### config.mk
export PLATFORM = sky130hd
export DESIGN_NAME = ps2_host_tx_flat
export DESIGN_NICKNAME = d
export VERILOG_FILES = /design/src/rtl/ps2_host_tx_if.sv /design/src/rtl/ps2_host_tx.sv /design/src/flat_wrapper.sv
export SDC_FILE = /design/constraint.sdc
export NUM_CORES = 1
export LEC_CHECK = 0
export ABC_AREA = 1
export BUFFER_PORTS_ARGS = -buffer_cell sky130_fd_sc_hd__buf_2
export CORE_AREA = 2 2 109 111
export CTS_BUF_LIST = sky130_fd_sc_hd__clkbuf_8
export CTS_CLUSTER_SIZE = 20
export DETAILED_ROUTE_END_ITERATION = 12
export DIE_AREA = 0 0 111 113
export HOLD_SLACK_MARGIN = 0.12
export SYNTH_ARGS = -nofsm -noshare
export SYNTH_HDL_FRONTEND = slang
export SYNTH_SLANG_ARGS = --single-unit
### constraint.sdc
create_clock -name clk -period 2.5 [get_ports clk]
set_input_delay 0.75 -clock clk [delete_from_list [all_inputs] [get_ports clk]]
set_output_delay 0.75 -clock clk [all_outputs]
set_load 0.03 [all_outputs]
### src/rtl/ps2_host_tx_if.sv
// ps2_host_tx_if: request/status handshake and PS/2 pad signals of the host transmitter
//   wr_ps2/din            : send request and command byte (master -> slave)
//   ps2c_in/ps2d_in       : sensed pad levels (master -> slave)
//   ps2c_oe/ps2d_oe       : open-drain pull-low enables (slave -> master)
//   tx_idle/tx_done_tick/tx_err : transmitter status (slave -> master)
interface ps2_host_tx_if;
    logic       wr_ps2;
    logic [7:0] din;
    logic       ps2c_in;
    logic       ps2d_in;
    logic       ps2c_oe;
    logic       ps2d_oe;
    logic       tx_idle;
    logic       tx_done_tick;
    logic       tx_err;
    modport master (
        output wr_ps2, din, ps2c_in, ps2d_in,
        input  ps2c_oe, ps2d_oe, tx_idle, tx_done_tick, tx_err
    );
    modport slave (
        input  wr_ps2, din, ps2c_in, ps2d_in,
        output ps2c_oe, ps2d_oe, tx_idle, tx_done_tick, tx_err
    );
endinterface

### src/rtl/ps2_host_tx.sv
// ps2_host_tx: host-to-device PS/2 transmitter sending one command byte per request
//   clk   : system clock
//   reset : asynchronous active-high reset
//   bus   : ps2_host_tx_if.slave (wr_ps2, din, ps2c_in, ps2d_in in; ps2c_oe, ps2d_oe,
//           tx_idle, tx_done_tick, tx_err out)
module ps2_host_tx #(
    parameter int INHIBIT_CYCLES = 5000,
    parameter int FILTER_LEN     = 8,
    parameter int TIMEOUT_CYCLES = 1000000
) (
    input logic         clk,
    input logic         reset,
    ps2_host_tx_if.slave bus
);
    localparam int IW = $clog2(INHIBIT_CYCLES + 1);
    localparam int TW = $clog2(TIMEOUT_CYCLES + 1);

    typedef enum logic [2:0] {IDLE, RTS, START, DATA, STOP, ACK, WAIT_IDLE, DONE} state_t;

    state_t                state_q, state_d;
    logic [1:0]            c_sync_q, c_sync_d, d_sync_q, d_sync_d;
    logic [FILTER_LEN-1:0] filt_sh_q, filt_sh_d;
    logic                  filt_q, filt_d, fall, timeout;
    logic [8:0]            frame_q, frame_d;
    logic [3:0]            bit_q, bit_d;
    logic [IW-1:0]         inh_q, inh_d;
    logic [TW-1:0]         to_q, to_d;
    logic                  err_q, err_d;
    logic                  c_oe_q, c_oe_d, d_oe_q, d_oe_d;
    logic                  idle_q, idle_d, done_q, done_d, tx_err_q, tx_err_d;

    always_comb begin
        c_sync_d  = {c_sync_q[0], bus.ps2c_in};
        d_sync_d  = {d_sync_q[0], bus.ps2d_in};
        filt_sh_d = {filt_sh_q[FILTER_LEN-2:0], c_sync_q[1]};
        // level only changes once the whole window agrees, so short glitches are absorbed
        filt_d    = (&filt_sh_q) ? 1'b1 : (~|filt_sh_q) ? 1'b0 : filt_q;
        fall      = filt_q & ~filt_d;
        timeout   = !fall && to_q == TW'(TIMEOUT_CYCLES - 1);
        state_d   = state_q;
        frame_d   = frame_q;
        bit_d     = bit_q;
        inh_d     = inh_q;
        err_d     = err_q;
        to_d      = fall ? '0 : to_q + 1'b1;
        case (state_q)
            IDLE: begin
                to_d = '0;
                if (bus.wr_ps2) begin
                    frame_d = {~^bus.din, bus.din};
                    bit_d   = '0;
                    inh_d   = '0;
                    err_d   = 1'b0;
                    state_d = RTS;
                end
            end
            RTS: begin
                to_d  = '0;
                inh_d = inh_q + 1'b1;
                if (inh_q == IW'(INHIBIT_CYCLES - 1)) state_d = START;
            end
            START: if (fall) state_d = DATA;
            DATA: if (fall) begin
                frame_d = frame_q >> 1;
                bit_d   = bit_q + 1'b1;
                if (bit_q == 4'd8) state_d = STOP;
            end
            STOP: if (fall) state_d = ACK;
            ACK: if (fall) begin
                err_d   = d_sync_q[1];
                state_d = WAIT_IDLE;
            end
            WAIT_IDLE: if (filt_q && d_sync_q[1]) state_d = DONE;
            default: state_d = IDLE;
        endcase
        if (timeout && state_q inside {START, DATA, STOP, ACK, WAIT_IDLE}) begin
            err_d   = 1'b1;
            state_d = DONE;
        end
        // outputs are decoded from the next state so they leave the flops glitch-free
        c_oe_d   = state_d == RTS;
        d_oe_d   = state_d == START || (state_d == DATA && !frame_d[0]);
        idle_d   = state_d == IDLE;
        done_d   = state_d == DONE;
        tx_err_d = state_d == DONE && err_d;
    end

    always_ff @(posedge clk or posedge reset) begin
        if (reset) begin
            state_q   <= IDLE;
            c_sync_q  <= '1;
            d_sync_q  <= '1;
            filt_sh_q <= '1;
            filt_q    <= 1'b1;
            frame_q   <= '0;
            bit_q     <= '0;
            inh_q     <= '0;
            to_q      <= '0;
            err_q     <= 1'b0;
            c_oe_q    <= 1'b0;
            d_oe_q    <= 1'b0;
            idle_q    <= 1'b1;
            done_q    <= 1'b0;
            tx_err_q  <= 1'b0;
        end else begin
            state_q   <= state_d;
            c_sync_q  <= c_sync_d;
            d_sync_q  <= d_sync_d;
            filt_sh_q <= filt_sh_d;
            filt_q    <= filt_d;
            frame_q   <= frame_d;
            bit_q     <= bit_d;
            inh_q     <= inh_d;
            to_q      <= to_d;
            err_q     <= err_d;
            c_oe_q    <= c_oe_d;
            d_oe_q    <= d_oe_d;
            idle_q    <= idle_d;
            done_q    <= done_d;
            tx_err_q  <= tx_err_d;
        end
    end

    assign bus.ps2c_oe      = c_oe_q;
    assign bus.ps2d_oe      = d_oe_q;
    assign bus.tx_idle      = idle_q;
    assign bus.tx_done_tick = done_q;
    assign bus.tx_err       = tx_err_q;
endmodule

### src/flat_wrapper.sv
// flat-port wrapper written by rule: the top's interface ports become plain ports
module ps2_host_tx_flat 
#(
    parameter int INHIBIT_CYCLES = 5000,
    parameter int FILTER_LEN     = 8,
    parameter int TIMEOUT_CYCLES = 1000000
)
  (clk, reset, bus_wr_ps2, bus_din, bus_ps2c_in, bus_ps2d_in, bus_ps2c_oe, bus_ps2d_oe, bus_tx_idle, bus_tx_done_tick, bus_tx_err);
  ps2_host_tx_if bus_i ();
  input logic clk;
  input logic reset;
  input wire logic [$bits(bus_i.wr_ps2)-1:0] bus_wr_ps2;
  input wire logic [$bits(bus_i.din)-1:0] bus_din;
  input wire logic [$bits(bus_i.ps2c_in)-1:0] bus_ps2c_in;
  input wire logic [$bits(bus_i.ps2d_in)-1:0] bus_ps2d_in;
  output wire logic [$bits(bus_i.ps2c_oe)-1:0] bus_ps2c_oe;
  output wire logic [$bits(bus_i.ps2d_oe)-1:0] bus_ps2d_oe;
  output wire logic [$bits(bus_i.tx_idle)-1:0] bus_tx_idle;
  output wire logic [$bits(bus_i.tx_done_tick)-1:0] bus_tx_done_tick;
  output wire logic [$bits(bus_i.tx_err)-1:0] bus_tx_err;
  assign bus_i.wr_ps2 = bus_wr_ps2;
  assign bus_i.din = bus_din;
  assign bus_i.ps2c_in = bus_ps2c_in;
  assign bus_i.ps2d_in = bus_ps2d_in;
  assign bus_ps2c_oe = bus_i.ps2c_oe;
  assign bus_ps2d_oe = bus_i.ps2d_oe;
  assign bus_tx_idle = bus_i.tx_idle;
  assign bus_tx_done_tick = bus_i.tx_done_tick;
  assign bus_tx_err = bus_i.tx_err;
  ps2_host_tx #(.INHIBIT_CYCLES(INHIBIT_CYCLES), .FILTER_LEN(FILTER_LEN), .TIMEOUT_CYCLES(TIMEOUT_CYCLES)) u_core (.clk(clk), .reset(reset), .bus(bus_i));
endmodule
==> run summary <==
STA classifies the critical path startpoint as a flip-flop. TritonCTS built the clock tree. The number of nets in the synthesized netlist is 407. Subtracting the final worst setup slack from the clock period gives 1.82 ns. The clock passes through at most 2 buffers.

The total overflow reported by the global router was 0; the ratio of final minimum period to clock period was 0.728. Entering global routing, the biggest net connects 34 pins. The initial core utilization is 0.307, and the count of cells along the worst register-to-register path is 10. The internal reg-to-reg setup slack is 0.77 ns, and the area fraction of the dominant cell type after synthesis is 0.391. Maximum frequency from static timing analysis: 0.550 GHz. The total cell area at the placement stage was 3740 sq um; the minimum setup slack after placement was 0.702 ns.

The total length of routed wires is 6.66 mm, and the setup fix buffers added after clock tree synthesis is 0. Placeable core region: 11300 sq um. The routed length per placed instance was 11.8 microns. The highest fanout seen on the critical path was 1. On the critical path, the stage with the largest delay is an instance of sky130_fd_sc_hd__dfstp_2. The overall die height came out at 113 microns. Number of antenna violations at the first check in global routing: 0.

Hold is met by 0.356 ns. The HPWL after detailed placement is 4.93 mm. In the synthesized netlist the dominant register cell turns out to be sky130_fd_sc_hd__dfrtp_1. The path class of the tightest hold or removal check is reg -> reg. The mean instance size in the synthesized netlist came out at 8.86 sq um.

Counting flops and latches in the post-synthesis netlist gives 68. At the pin with the least slew margin, the transition time is 0.465 ns. The top cell family by delay on the critical path was flip-flops. In this run the tool buffered the top-level ports with 17 buffer cells. The critical path goes through buf_2. The chip width is 111 microns, and the setup slack of the critical path after layout is 0.681 ns. Final setup violation count: 0.

The instance count along the most critical hold path is 0. The tools report the element type at the critical path end as an output port. The number of hold buffers added after CTS was 0. Dividing the detail-routed via count by the number of cells gives 4.57.

The tools report the global placement routability congestion as 0.880. The worst IR drop on VDD was 0.253 mV; the number of clock sinks seen by CTS was 68. The run gives 18 as the number of I/O pins. The largest single stage delay on the critical path is 0.53 ns. In this run the static leakage power is 1.79 nW.

Yosys printed 0 warnings. The cell area that synthesis handed to floorplanning was 3460 sq um. For this block, the initial DRC count from the detailed router was 156. Synthesis handed over a netlist of 390 instances. Across the run, the number of max-cap violations was 0. The floorplan step defined a die boundary enclosing 12500 sq um. The number of buffers inserted during clock tree synthesis is 9. For the total non-filler cell area in the finished layout, the log shows 3980 sq um. For the clock insertion delay at the later pin of the skew report, the log shows 0.34 ns. The count of cell instances traversed by the critical path works out to 1.

The tools report the share of the yosys chip area belonging to registers as 0.497. The overall routing resource usage is 0.117. The required time of the critical path came out at 1.75 ns.

For the worst setup path, the data arrival time is 1.07 ns. The layout has 1146 filler cells. For this run, the post-layout net count is 435.

After routing, the total negative slack on setup checks comes to 0 ns. The number of detailed-route iterations in the first pass is 4, and the first-pass GRT wire length is 12.0 mm. For this run, design rule violations remaining after detail routing come to 0. The tools report the cell at the root of the clock tree as sky130_fd_sc_hd__clkbuf_8.

Setup repair after global routing left no endpoint under its margin. Synthesis instantiated 42 different standard cells from the library. The category of the most critical setup path was reg -> out. The count of pins over their slew limit was 0; the combined buffer and inverter count along the critical path was 1. The repair_antennas step left the layout with diodes totalling 0.

The via count of the first global-routing pass was 2567. The largest area contributor in the synthesized netlist was sky130_fd_sc_hd__dfrtp_1. The floorplan has 39 rows. Yosys instantiated no cell more often than sky130_fd_sc_hd__nand2_1. The post-route clock skew came out at 0.0115 ns. After synthesis, the cell types taking the most area are sky130_fd_sc_hd__dfrtp_1 39%, sky130_fd_sc_hd__dfstp_2 11%, sky130_fd_sc_hd__nand2_1 8.0%, sky130_fd_sc_hd__nor2_1 5.1%, sky130_fd_sc_hd__inv_1 4.9%. The number of cells upsized or downsized after cts is 0, and the fraction of registers with async set/reset is 1.00.

The routed layout has 2586 vias. The share of layout cells above drive strength 1 came out at 0.208. For the max-slew headroom at the worst pin, the log shows 0.689. From synthesis to final layout, the design area changed by 15.0%. The clock transition time at the flip-flop clock pins of the worst setup and hold paths is 0.07 ns, and the remaining number of nets flagged by the antenna check after routing is 0. Counting flops with a built-in enable in the synthesized netlist gives 0. In this run the power density over the cells is 568 nW/um^2. The tools report the number of endpoints with negative hold slack in the final report as 0.

The flow ran to the end, and the final reports show no timing, DRC or antenna violations. Sorting the synthesized cells by how often they occur yields 74 x sky130_fd_sc_hd__nand2_1, 54 x sky130_fd_sc_hd__dfrtp_1, 47 x sky130_fd_sc_hd__nor2_1. For the H-tree depth, the log shows 3.
[cells by family after synthesis]
| family | share of synthesized area |
|---|---|
| flip-flops | 0.497 |
| buffers and inverters | 0.0662 |
| adder cells (fa/ha/maj) | 0.0145 |
| AO/OA/AOI/OAI | 0.0702 |
| multiplexers | 0.00615 |
| XOR/XNOR | 0.0481 |
| AND/OR/NAND/NOR | 0.298 |
[state kept, by name, summed over array words and instances, names as in the netlist, 2 cells and up]
signal and count:
u_core.d_sync_q 2, u_core.filt_sh_q 8, u_core.state_q 3, u_core.to_q 20
u_core.inh_q 13, u_core.frame_q 9, u_core.bit_q 4, u_core.c_sync_q 2
[placed cells by master (no fill, tap or decap), types with 2 or more instances in the layout]
| master | n |
|---|---|
| sky130_fd_sc_hd__clkinv_2 | 2 |
| sky130_fd_sc_hd__nor3_1 | 14 |
| sky130_fd_sc_hd__clkbuf_8 | 12 |
| sky130_fd_sc_hd__buf_2 | 17 |
| sky130_fd_sc_hd__inv_2 | 4 |
| sky130_fd_sc_hd__a22oi_1 | 7 |
| sky130_fd_sc_hd__o21ai_0 | 15 |
| sky130_fd_sc_hd__dfstp_2 | 14 |
| sky130_fd_sc_hd__inv_1 | 44 |
| sky130_fd_sc_hd__ha_1 | 4 |
| sky130_fd_sc_hd__o22ai_1 | 3 |
| sky130_fd_sc_hd__dfrtp_1 | 54 |
| sky130_fd_sc_hd__nand2_8 | 2 |
| sky130_fd_sc_hd__bufinv_16 | 2 |
| sky130_fd_sc_hd__o21ai_1 | 3 |
| sky130_fd_sc_hd__nand3_4 | 3 |
| sky130_fd_sc_hd__nor2_4 | 3 |
| sky130_fd_sc_hd__nor2_1 | 47 |
| sky130_fd_sc_hd__xnor2_1 | 7 |
| sky130_fd_sc_hd__nand3_1 | 26 |
| sky130_fd_sc_hd__nand2_1 | 74 |
| sky130_fd_sc_hd__nor2_2 | 9 |
| sky130_fd_sc_hd__nand3_2 | 5 |
| sky130_fd_sc_hd__buf_4 | 3 |
| sky130_fd_sc_hd__nand4_1 | 6 |
| sky130_fd_sc_hd__xor2_1 | 12 |
| sky130_fd_sc_hd__nand2_2 | 4 |
| sky130_fd_sc_hd__nor3b_1 | 2 |
| sky130_fd_sc_hd__a21oi_1 | 8 |
[layer usage]
layer  track usage  wire [microns]  vias to the layer above
met5             0               0                        -
met4        0.0392              56                        0
met3        0.0337             279                        6
met2         0.182            2970                       45
met1         0.159            3360                     1209
li1              -               -                     1326
[final timing paths]
kind	from	end
worst min register to register	u_core.c_sync_q[0]	u_core.c_sync_q[1]
max in group asynchronous	reset	u_core.filt_q
worst max register to register	u_core.to_q[0]	u_core.to_q[14]
worst min-delay path	u_core.c_sync_q[0]	u_core.c_sync_q[1]
worst max-delay path	u_core.bus.tx_idle	bus_tx_idle
min in group asynchronous	reset	u_core.to_q[4]
[power by group]
group	internal [mW]	total, mW	switching (mW)
clock	0.640	1.05	0.408
combinational	0.0255	0.0682	0.0427
sequential	1.13	1.14	0.0131
[per-stage QoR]
step,power [mW],instances,utilization
after CTS,2.30,566,0.353
after global routing,2.36,566,0.353
final,2.26,566,0.353
after global placement,1.23,550,0.332
after floorplan,1.20,390,-
after detailed placement,1.23,550,0.332
[final cells by class]
| class | count | area (sq um) | share of cell area |
|---|---|---|---|
| flip-flops and latches | 68 | 1720 | 0.432 |
| multi-input cells | 268 | 1510 | 0.379 |
| inverters | 50 | 206 | 0.0519 |
| well taps | 143 | 179 | 0.0450 |
| clock buffers | 12 | 165 | 0.0415 |
| repair buffers | 21 | 128 | 0.0321 |
| clock inverters | 4 | 70.1 | 0.0176 |
(Power assumes the default switching activity.)
